**src/rtl/cam_pattern_gen_pkg.sv**
```systemverilog
// Shared encodings and colour helpers for the camera pattern generator.
// Used by both the top and the pixel formatter.
package cam_gen_pkg;

  typedef enum logic [1:0] {
    MODE_SOLID   = 2'd0,
    MODE_VSTRIPE = 2'd1,
    MODE_HBAND   = 2'd2,
    MODE_RAMP    = 2'd3
  } mode_e;

  typedef enum logic {
    FMT_RGB444 = 1'b0,
    FMT_RGB565 = 1'b1
  } fmt_e;

  typedef enum logic {
    ST_IDLE = 1'b0,
    ST_RUN  = 1'b1
  } state_e;

  // Pattern settings, frozen for the duration of a frame
  typedef struct packed {
    mode_e       mode;
    fmt_e        fmt;
    logic [11:0] color0;
    logic [11:0] color1;
  } cfg_t;

  // Expand {R4,G4,B4} to {R5,G6,B5} by replicating the top bits
  function automatic logic [15:0] rgb444_to_565(input logic [11:0] c);
    logic [3:0] r, g, b;
    r = c[11:8];
    g = c[7:4];
    b = c[3:0];
    return {r, r[3], g, g[3:2], b, b[3]};
  endfunction

endpackage

```
**src/rtl/cam_px_formatter.sv**
```systemverilog
// Combinational pixel-to-byte formatter: selects byte0/byte1 of a pixel
// in RGB444 or RGB565 wire format.
module cam_px_formatter
  import cam_gen_pkg::*;
(
  input  logic [11:0] color,
  input  fmt_e        fmt,
  input  logic        byte_sel,
  output logic [7:0]  px_byte
);

  logic [15:0] c565;

  always_comb begin
    c565    = rgb444_to_565(color);
    px_byte = 8'h00;
    if (fmt == FMT_RGB565) px_byte = byte_sel ? c565[7:0] : c565[15:8];
    else                   px_byte = byte_sel ? color[7:0] : {4'h0, color[11:8]};
  end

endmodule

```
**src/rtl/cam_pattern_gen.sv**
```systemverilog
// OV7670-style camera source: pclk divider, frame counters, run/idle FSM and
// registered sync/data outputs that only move on pclk falling edges.
module cam_pattern_gen
  import cam_gen_pkg::*;
#(
  parameter int TAM_LINE       = 160,
  parameter int TAM_ROW        = 120,
  parameter int BLACK_TAM_LINE = 4,
  parameter int BLACK_TAM_ROW  = 4,
  parameter int VSYNC_ROWS     = 2,
  parameter int PCLK_DIV       = 2,
  parameter int STRIPE         = 2
) (
  input  logic        clk,
  input  logic        rst_n,
  input  logic        en,
  input  logic [1:0]  mode,
  input  logic        fmt,
  input  logic [11:0] color0,
  input  logic [11:0] color1,
  output logic        CAM_pclk,
  output logic        CAM_vsync,
  output logic        CAM_href,
  output logic [7:0]  CAM_px_data,
  output logic        frame_done
);

  localparam int LINE_LEN   = 2*TAM_LINE + BLACK_TAM_LINE;
  localparam int FRAME_ROWS = TAM_ROW + BLACK_TAM_ROW;
  localparam int BYTE_W     = $clog2(LINE_LEN);
  localparam int ROW_W      = $clog2(FRAME_ROWS);
  localparam int DIV_W      = (PCLK_DIV > 1) ? $clog2(PCLK_DIV) : 1;

  logic [DIV_W-1:0]  div_q, div_d;
  logic              pclk_q, pclk_d;
  logic              tick;
  state_e            state_q, state_d;
  logic [BYTE_W-1:0] byte_q, byte_d;
  logic [ROW_W-1:0]  row_q, row_d;
  cfg_t              cfg_q, cfg_d, cfg_in;
  logic              done_q, done_d;
  logic              vsync_q, vsync_d;
  logic              href_q, href_d;
  logic [7:0]        data_q, data_d;
  logic              line_end, frame_end, run_d;
  logic [15:0]       px, ar;
  logic [11:0]       colour;
  logic [7:0]        fmt_byte;

  // pclk divider; tick marks the clk edge on which pclk falls
  always_comb begin
    div_d  = div_q + DIV_W'(1);
    pclk_d = pclk_q;
    if (div_q == DIV_W'(PCLK_DIV-1)) begin
      div_d  = '0;
      pclk_d = ~pclk_q;
    end
  end

  assign tick = pclk_q && (div_q == DIV_W'(PCLK_DIV-1));

  always_comb begin
    cfg_in.mode   = mode_e'(mode);
    cfg_in.fmt    = fmt_e'(fmt);
    cfg_in.color0 = color0;
    cfg_in.color1 = color1;
  end

  always_comb begin
    state_d   = state_q;
    byte_d    = byte_q;
    row_d     = row_q;
    cfg_d     = cfg_q;
    done_d    = 1'b0;
    line_end  = (byte_q == BYTE_W'(LINE_LEN-1));
    frame_end = line_end && (row_q == ROW_W'(FRAME_ROWS-1));
    if (tick) begin
      unique case (state_q)
        ST_IDLE: begin
          if (en) begin
            state_d = ST_RUN;
            byte_d  = '0;
            row_d   = '0;
            cfg_d   = cfg_in;
          end
        end
        ST_RUN: begin
          byte_d = line_end ? '0 : byte_q + BYTE_W'(1);
          if (line_end) row_d = frame_end ? '0 : row_q + ROW_W'(1);
          if (frame_end) begin
            done_d = 1'b1;
            if (en) cfg_d   = cfg_in;
            else    state_d = ST_IDLE;
          end
        end
        default: state_d = ST_IDLE;
      endcase
    end
  end

  // Outputs describe the position the counters are moving to on this tick
  always_comb begin
    run_d  = (state_d == ST_RUN);
    px     = 16'(byte_d >> 1);
    ar     = 16'(row_d) - 16'(BLACK_TAM_ROW);
    colour = cfg_d.color0;
    unique case (cfg_d.mode)
      MODE_SOLID:   colour = cfg_d.color0;
      MODE_VSTRIPE: colour = (((px / 16'(STRIPE)) & 16'd1) != 16'd0) ? cfg_d.color1 : cfg_d.color0;
      MODE_HBAND:   colour = (((ar / 16'(STRIPE)) & 16'd1) != 16'd0) ? cfg_d.color1 : cfg_d.color0;
      MODE_RAMP:    colour = {px[3:0], ar[3:0], ~px[3:0]};
      default:      colour = cfg_d.color0;
    endcase
    vsync_d = run_d && (row_d < ROW_W'(VSYNC_ROWS));
    href_d  = run_d && (row_d >= ROW_W'(BLACK_TAM_ROW)) && (byte_d < BYTE_W'(2*TAM_LINE));
    data_d  = href_d ? fmt_byte : 8'h00;
  end

  cam_px_formatter u_fmt (
    .color    (colour),
    .fmt      (cfg_d.fmt),
    .byte_sel (byte_d[0]),
    .px_byte  (fmt_byte)
  );

  always_ff @(posedge clk or negedge rst_n) begin
    if (!rst_n) begin
      div_q   <= '0;
      pclk_q  <= 1'b0;
      state_q <= ST_IDLE;
      byte_q  <= '0;
      row_q   <= '0;
      cfg_q   <= '0;
      done_q  <= 1'b0;
      vsync_q <= 1'b0;
      href_q  <= 1'b0;
      data_q  <= 8'h00;
    end else begin
      div_q   <= div_d;
      pclk_q  <= pclk_d;
      state_q <= state_d;
      byte_q  <= byte_d;
      row_q   <= row_d;
      cfg_q   <= cfg_d;
      done_q  <= done_d;
      if (tick) begin
        vsync_q <= vsync_d;
        href_q  <= href_d;
        data_q  <= data_d;
      end
    end
  end

  assign CAM_pclk    = pclk_q;
  assign CAM_vsync   = vsync_q;
  assign CAM_href    = href_q;
  assign CAM_px_data = data_q;
  assign frame_done  = done_q;

endmodule

```
**config.mk**
```make
export PLATFORM = sky130hd
export DESIGN_NAME = cam_pattern_gen
export DESIGN_NICKNAME = d
export VERILOG_FILES = /design/src/rtl/cam_pattern_gen_pkg.sv /design/src/rtl/cam_px_formatter.sv /design/src/rtl/cam_pattern_gen.sv
export SDC_FILE = /design/constraint.sdc
export NUM_CORES = 1
export LEC_CHECK = 0
export ABC_AREA = 1
export CAP_MARGIN = 10
export CORE_ASPECT_RATIO = 1.5
export CORE_MARGIN = 5
export CORE_UTILIZATION = 62
export CTS_BUF_LIST = sky130_fd_sc_hd__clkbuf_4
export DETAILED_ROUTE_END_ITERATION = 6
export HOLD_SLACK_MARGIN = 0.03
export PLACE_DENSITY_LB_ADDON = 0.05
export SYNTH_ARGS = -nofsm -noshare
export SYNTH_HDL_FRONTEND = slang
export SYNTH_SLANG_ARGS = --single-unit
```
**constraint.sdc**
```tcl
create_clock -name clk -period 3.5 [get_ports clk]
set_clock_uncertainty 0.05 [all_clocks]
set_input_delay 0.525 -clock clk [delete_from_list [all_inputs] [get_ports clk]]
set_output_delay 0.525 -clock clk [all_outputs]
set_load 0.02 [all_outputs]
```
---- Word level (Yosys, flattened, before mapping) ----
Index checks and enable logic that the tools add are counted.
storage, ports and cells
  register bits ........................... 57
  input port bits ......................... 30
  output and inout bits ................... 12
  logic and storage cells ................. 62
operators by class
  add/sub/neg operators ................... 4
  order comparisons ....................... 3
  eq/ne operators ......................... 5
  mux-type cells .......................... 28
  bitwise operators ....................... 3
  reductions and logical operators ........ 6
operator list
  cell                                                 count
  2-to-1 mux 27 bit                                    3
  one-hot mux 27 bit (2 select lines)                  1
  one-hot mux 12 bit (4 select lines)                  1
  2-to-1 mux 8 bit                                     4
  2-to-1 mux 7 bit                                     4
  2-to-1 mux 9 bit                                     3
  2-to-1 mux 12 bit                                    2
  one-hot mux 9 bit (2 select lines)                   1
  one-hot mux 7 bit (2 select lines)                   1
  adder 9 x 1 -> 9 bit, second input constant          1
  equality test 9 bit, second input constant           1
  < comparator 9 bit, second input constant            1
  adder 7 x 1 -> 7 bit, second input constant          1
  equality test 7 bit, second input constant           1
  >= comparator 7 x 3 -> 1 bit, second input constant  1
  < comparator 7 x 2 -> 1 bit, second input constant   1
  2-to-1 mux 1 bit                                     7
  logical AND 1 bit                                    5
  equality test 2 bit, second input constant           2
  NOT 4 bit                                            1
  subtractor 4 x 3 -> 4 bit, second input constant     1
  equality test 2 x 1 -> 1 bit, second input constant  1
  zero test 2 bit                                      1
  NOT 1 bit                                            2
  2 further kinds                                      2

---- Depth between registers and ports, before layout ----
  word-level depth ........................ 12
  gate-level depth with buffers ........... 20
  gate-level depth less buffers ........... 20

---- Cells and area by module ----
A second synthesis with hierarchy kept.
unflattened totals
  cells, all modules ...................... 438
  area total of the unflattened synthesis .. 3,329.4 sq um
modules (own cells, without submodules)
  module            instances  cells each  area each (sq um)  sequential area each (sq um)
  cam_pattern_gen   1          386         3,108.0            1,426.4
  cam_px_formatter  1          52          221.5              0.0

---- Least setup slack after synthesis ----
OpenSTA, ideal clock, no wires.
  kind .................................... register to register
  start ................................... reg byte_q[0]
  end ..................................... reg data_q[1] (netlist: CAM_px_data[1])
  setup time .............................. 0.116 ns
  arrival time ............................ 1.991 ns
  setup slack ............................. 1.342 ns
  stages on the path, launching flop included .. 18
  path buffers ............................ 1
  clock period less this slack ............ 2.158 ns
  path through ............................ dfrtp_1 -> ha_1 -> nand2_1 -> inv_1 -> nand2_1 -> nor2_8 -> nand2_4 -> nand2_4 -> nand2_4 -> nand2_1 -> nand3_2 -> buf_2 -> nand4_2 -> nand3_2 -> o21ai_1 -> nand2_1 -> nand2_1 -> nand2_1
between the ends
  longest elaborated chain between the ends .. 12
  elaborated cells on any way between the ends .. 34
  those cells by class .................... add/sub: 2; order compare: 2; eq/ne: 4; mux: 21; bitwise: 1; reduce/logical: 4
RTL lines
  element                              RTL line                                        text
  from (decl)                          cam_pattern_gen.sv:38                           logic [BYTE_W-1:0] byte_q, byte_d;
  from (signal assigned)               cam_pattern_gen.sv:142                          byte_q <= byte_d;
  equality test 9 bit                  cam_pattern_gen.sv:75                           line_end = (byte_q == BYTE_W'(LINE_LEN-1));
  logical AND 1 bit                    cam_pattern_gen.sv:76                           frame_end = line_end && (row_q == ROW_W'(FRAME_ROWS-1));
  2-to-1 mux 7 bit (2 in series)       cam_pattern_gen.sv:89                           if (line_end) row_d = frame_end ? '0 : row_q + ROW_W'(1);
  one-hot mux 7 bit (2 select lines)   cam_pattern_gen.sv:78                           unique case (state_q)
  2-to-1 mux 7 bit                     cam_pattern_gen.sv:77                           if (tick) begin
  subtractor 4 x 3 -> 4 bit            cam_pattern_gen.sv:105                          ar = 16'(row_d) - 16'(BLACK_TAM_ROW);
  2-to-1 mux 12 bit                    cam_pattern_gen.sv:110                          MODE_HBAND: colour = (((ar / 16'(STRIPE)) & 16'd1) != 16'd0) ? cfg_d.color1 : cfg_d.color0;
  one-hot mux 12 bit (4 select lines)  cam_pattern_gen.sv:107                          unique case (cfg_d.mode)
  2-to-1 mux 8 bit (on tied branches)  cam_px_formatter.sv:18, cam_px_formatter.sv:17
  2-to-1 mux 8 bit                     cam_px_formatter.sv:17                          if (fmt == FMT_RGB565) px_byte = byte_sel ? c565[7:0] : c565[15:8];
  2-to-1 mux 8 bit *                   cam_pattern_gen.sv:116                          data_d = href_d ? fmt_byte : 8'h00;
  to (signal assigned)                 cam_pattern_gen.sv:149                          data_q <= data_d;
  to (decl)                            cam_pattern_gen.sv:44                           logic [7:0] data_q, data_d;
Mark *: on every way between the ends. The rest lies on a longest branch, timed or not.
A chain may end at the register's enable or synchronous reset.

---- Final worst setup path ----
  start ................................... reg byte_q[1]
  end ..................................... reg data_q[2] (netlist: CAM_px_data[2])
The elaborated chain is that of the path after synthesis.

==> impl_results.md <==
- TritonCTS Sinks: 57
- Fin nets: 528
- Setup_tns: 0 ns
- PortBufs: 41
- DP Area: 3760 µm²
- Largest delay share family, worst path: simple AND/OR/NAND/NOR gates
- Critical setup path kind: flip-flop to flip-flop
- Cell variety after synth: 35
- Yosys reg bits: 57
- Peak VDD IR: 0.000288 V
- Status: finished, final reports clean
- Post-cts sizing count: 0
- Via Count: 3085
- Global placer's final weighted congestion: 0.989
- Max-Slew Margin vs Limit: 51.5%
- Startpoint Class: flip-flop
- Worst-path clk slew: 0.11 ns
- Maxcap violations: 0
- Vias per inst: 5.42
- Critical Path End Type: flip-flop
- Reg2Reg Depth: 17
- Initial detailed-routing violation count: 178
- Max clock buf depth: 2
- Mapped cell area: 3310 µm²
- Num rows: 32
- DRC: 0
- Post-route design area: 3920 µm²
- Synth warn: 0
- Global-route wire length before repair: 13900 µm
- Layout fillers: 407
- Endpoints failing hold: 0
- Tcrit/Tclk final: 85.0%
- Unrepaired setup endpoints after global routing: no
- Top cell type's share of synthesized area: 43.1%
- WL final: 8180 µm
- Data required, critical path: 3.81 ns
- Num CTS Buffers: 9
- FMAX: 336 MHz
- H-tree depth: 3
- Total gr overflow: 0
- Drt wl/cell: 14.4 µm
- Post-DRT Antenna Nets: 0
- DIE HEIGHT: 99.5 µm
- Initial antenna violation count: 0
- Reg2Reg Setup Slack: 0.52 ns
- Buf/Inv on CP: 1
- Die Wd: 69.7 µm
- Fin crit period: 2.98 ns
- Pwr Total: 1310 µW
- PD cells: 335 nW/µm²
- Crit path cell chain: ha_1 -> nand2_1 -> inv_1 -> nand2_1 -> nor2_8 -> nand2_4 -> nand2_4 -> nand2_4 -> nand2_1 -> nand3_2 -> nor2_1 -> a21oi_1 -> nand2_1 -> nand2_1 -> a21oi_1 -> nand2_1 -> nand2_1
- Core Footprint: 5160 µm²
- Pins Over Slew Limit: 0
- Vias in the first global route: 3136
- Die ar.: 6930 µm²
- ANT cells: 0
- Top cells by area, synth: dfrtp_1, nand2_1, nand3_1
- Critical path depth: 17
- Crit-path slowest cell: dfrtp_1
- Layout cells sized above 1: 8.98%
- Core Util, Final: 76.0%
- Cell taking the most area after synthesis: dfrtp_1
- Max FO, Critical Path: 35
- Post-CTS Setup Bufs: 0
- Largest net degree at the start of global routing: 58
- Cells after Synth: 453
- Gr usage total: 25.3%
- Final Setup Violations: 0
- Seq/Total Area, Yosys: 43.1%
- Crit path arrival time: 3.29 ns
- Drt pass-1 iters: 4
- Cts hold-fix bufs: 0
- TritonCTS clock tree: built
- Area Growth Syn to Fin: 18.5%
- Hold Crit Class: input port to asynchronous set/reset pin
- Leakage power: 0.00207 µW
- Net Count, Synth: 485
- Latest clock arrival within the worst-skew pair: 0.42 ns
- Worst stage delay on the critical path: 0.40 ns
- Worst path most repeated cell: nand2_1
- DP Wirelength: 6080 µm
- Syn_area_per_cell: 7.31 µm²
- Slew of the pin with the lowest slew margin: 0.728 ns
- Starting Density: 64.1%
- Root Buffer: clkbuf_4
- IO Count: 42
- Final hold slack: 0.179 ns
-- cells by family (layout without fill, tap and decap cells) --
family | after synthesis | count (layout) | share of synthesized area, %
and+or+nand+nor | 294 | 294 | 41.0
adders and majority gates | 2 | 2 | 0.755
xor gates and xnor gates | 6 | 6 | 1.59
DFF | 57 | 57 | 43.1
AOI/OAI and AO/OA | 33 | 33 | 5.89
buffers and inverters | 61 | 109 | 7.71
-- worst paths after layout --
check / start / endpoint
setup / recovery: byte_q[1] / CAM_px_data[2]
hold / removal: rst_n / byte_q[7]
setup reg to reg: byte_q[1] / CAM_px_data[2]
hold reg to reg: div_q / div_q
max in group asynchronous: rst_n / row_q[1]
min in group clk: div_q / div_q
-- cells in the final DEF, fill, tap and decap left out, drive strengths merged, types with 2 or more instances in the layout --
| master | n |
|---|---|
| clkdlybuf4s50 | 40 |
| inv | 47 |
| clkinv | 2 |
| a21oi | 8 |
| o211ai | 2 |
| xor2 | 5 |
| buf | 6 |
| nand3b | 4 |
| bufinv | 2 |
| clkinvlp | 3 |
| nor2 | 38 |
| clkbuf | 9 |
| o21ai | 14 |
| o21a | 3 |
| nand4 | 17 |
| ha | 2 |
| nand3 | 58 |
| nor3 | 5 |
| dfrtp | 57 |
| nand2 | 171 |
-- per-layer routing --
layer | vias to the layer above | wire length, µm | global-route usage, %
met5 | - | 0 | 0
met1 | 1412 | 3120 | 26.9
met2 | 91 | 4350 | 45.1
met3 | 30 | 328 | 4.65
met4 | 0 | 386 | 17.0
li1 | 1552 | - | -
-- stage by stage --
stage,cells,worst slack [ns]
6_report,569,0.525
5_1_grt,569,0.208
3_5_place_dp,553,0.514
2_1_floorplan,453,1.34
3_3_place_gp,553,0.669
4_1_cts,569,0.510
-- synth_stat cells --
library cell / count
nand2_1: 162
dfrtp_1: 57
nand3_1: 54
inv_1: 43
nor2_1: 34
nand4_1: 14
buf_2: 9
o21ai_0: 9
a21oi_1: 8
nand2_4: 5
nor3_1: 5
o21ai_1: 5
xor2_1: 5
inv_2: 4
nand2_2: 4
nand3_2: 4
nand3b_1: 4
nand4_2: 3
o21a_1: 3
buf_6: 2
clkbuf_1: 2
ha_1: 2
nor2_2: 2
o211ai_1: 2
a21boi_1: 1
a22oi_1: 1
a2bb2oi_1: 1
a32o_1: 1
buf_1: 1
nor2_4: 1
nor2_8: 1
nor2b_1: 1
o21bai_1: 1
o22ai_1: 1
xnor2_1: 1
-- registers in the layout, summed over array words and instances (netlist names) --
register     flops
cfg_q           27
state_q          1
frame_done       1
row_q            7
CAM_vsync        1
div_q            1
CAM_href         1
byte_q           9
CAM_px_data      8
CAM_pclk         1
-- area by class of cell --
cell class / instances / area [µm²] / share of cell area (%)
multi-input cells: 335 / 1630 / 41.5
clock buffers: 9 / 67.6 / 1.72
well taps: 68 / 85.1 / 2.17
inverters: 47 / 176 / 4.50
clock inverters: 7 / 95.1 / 2.42
flip-flops and latches: 57 / 1430 / 36.4
repair buffers: 46 / 443 / 11.3
-- where the power goes --
part	switching (µW)	leakage (µW)	internal, µW
clock network	274	0.0000758	288
logic	37.7	0.00127	39.7
registers	7.93	0.000723	665
total	320	0.00207	992
No activity file was read; power rests on OpenSTA's default activity.
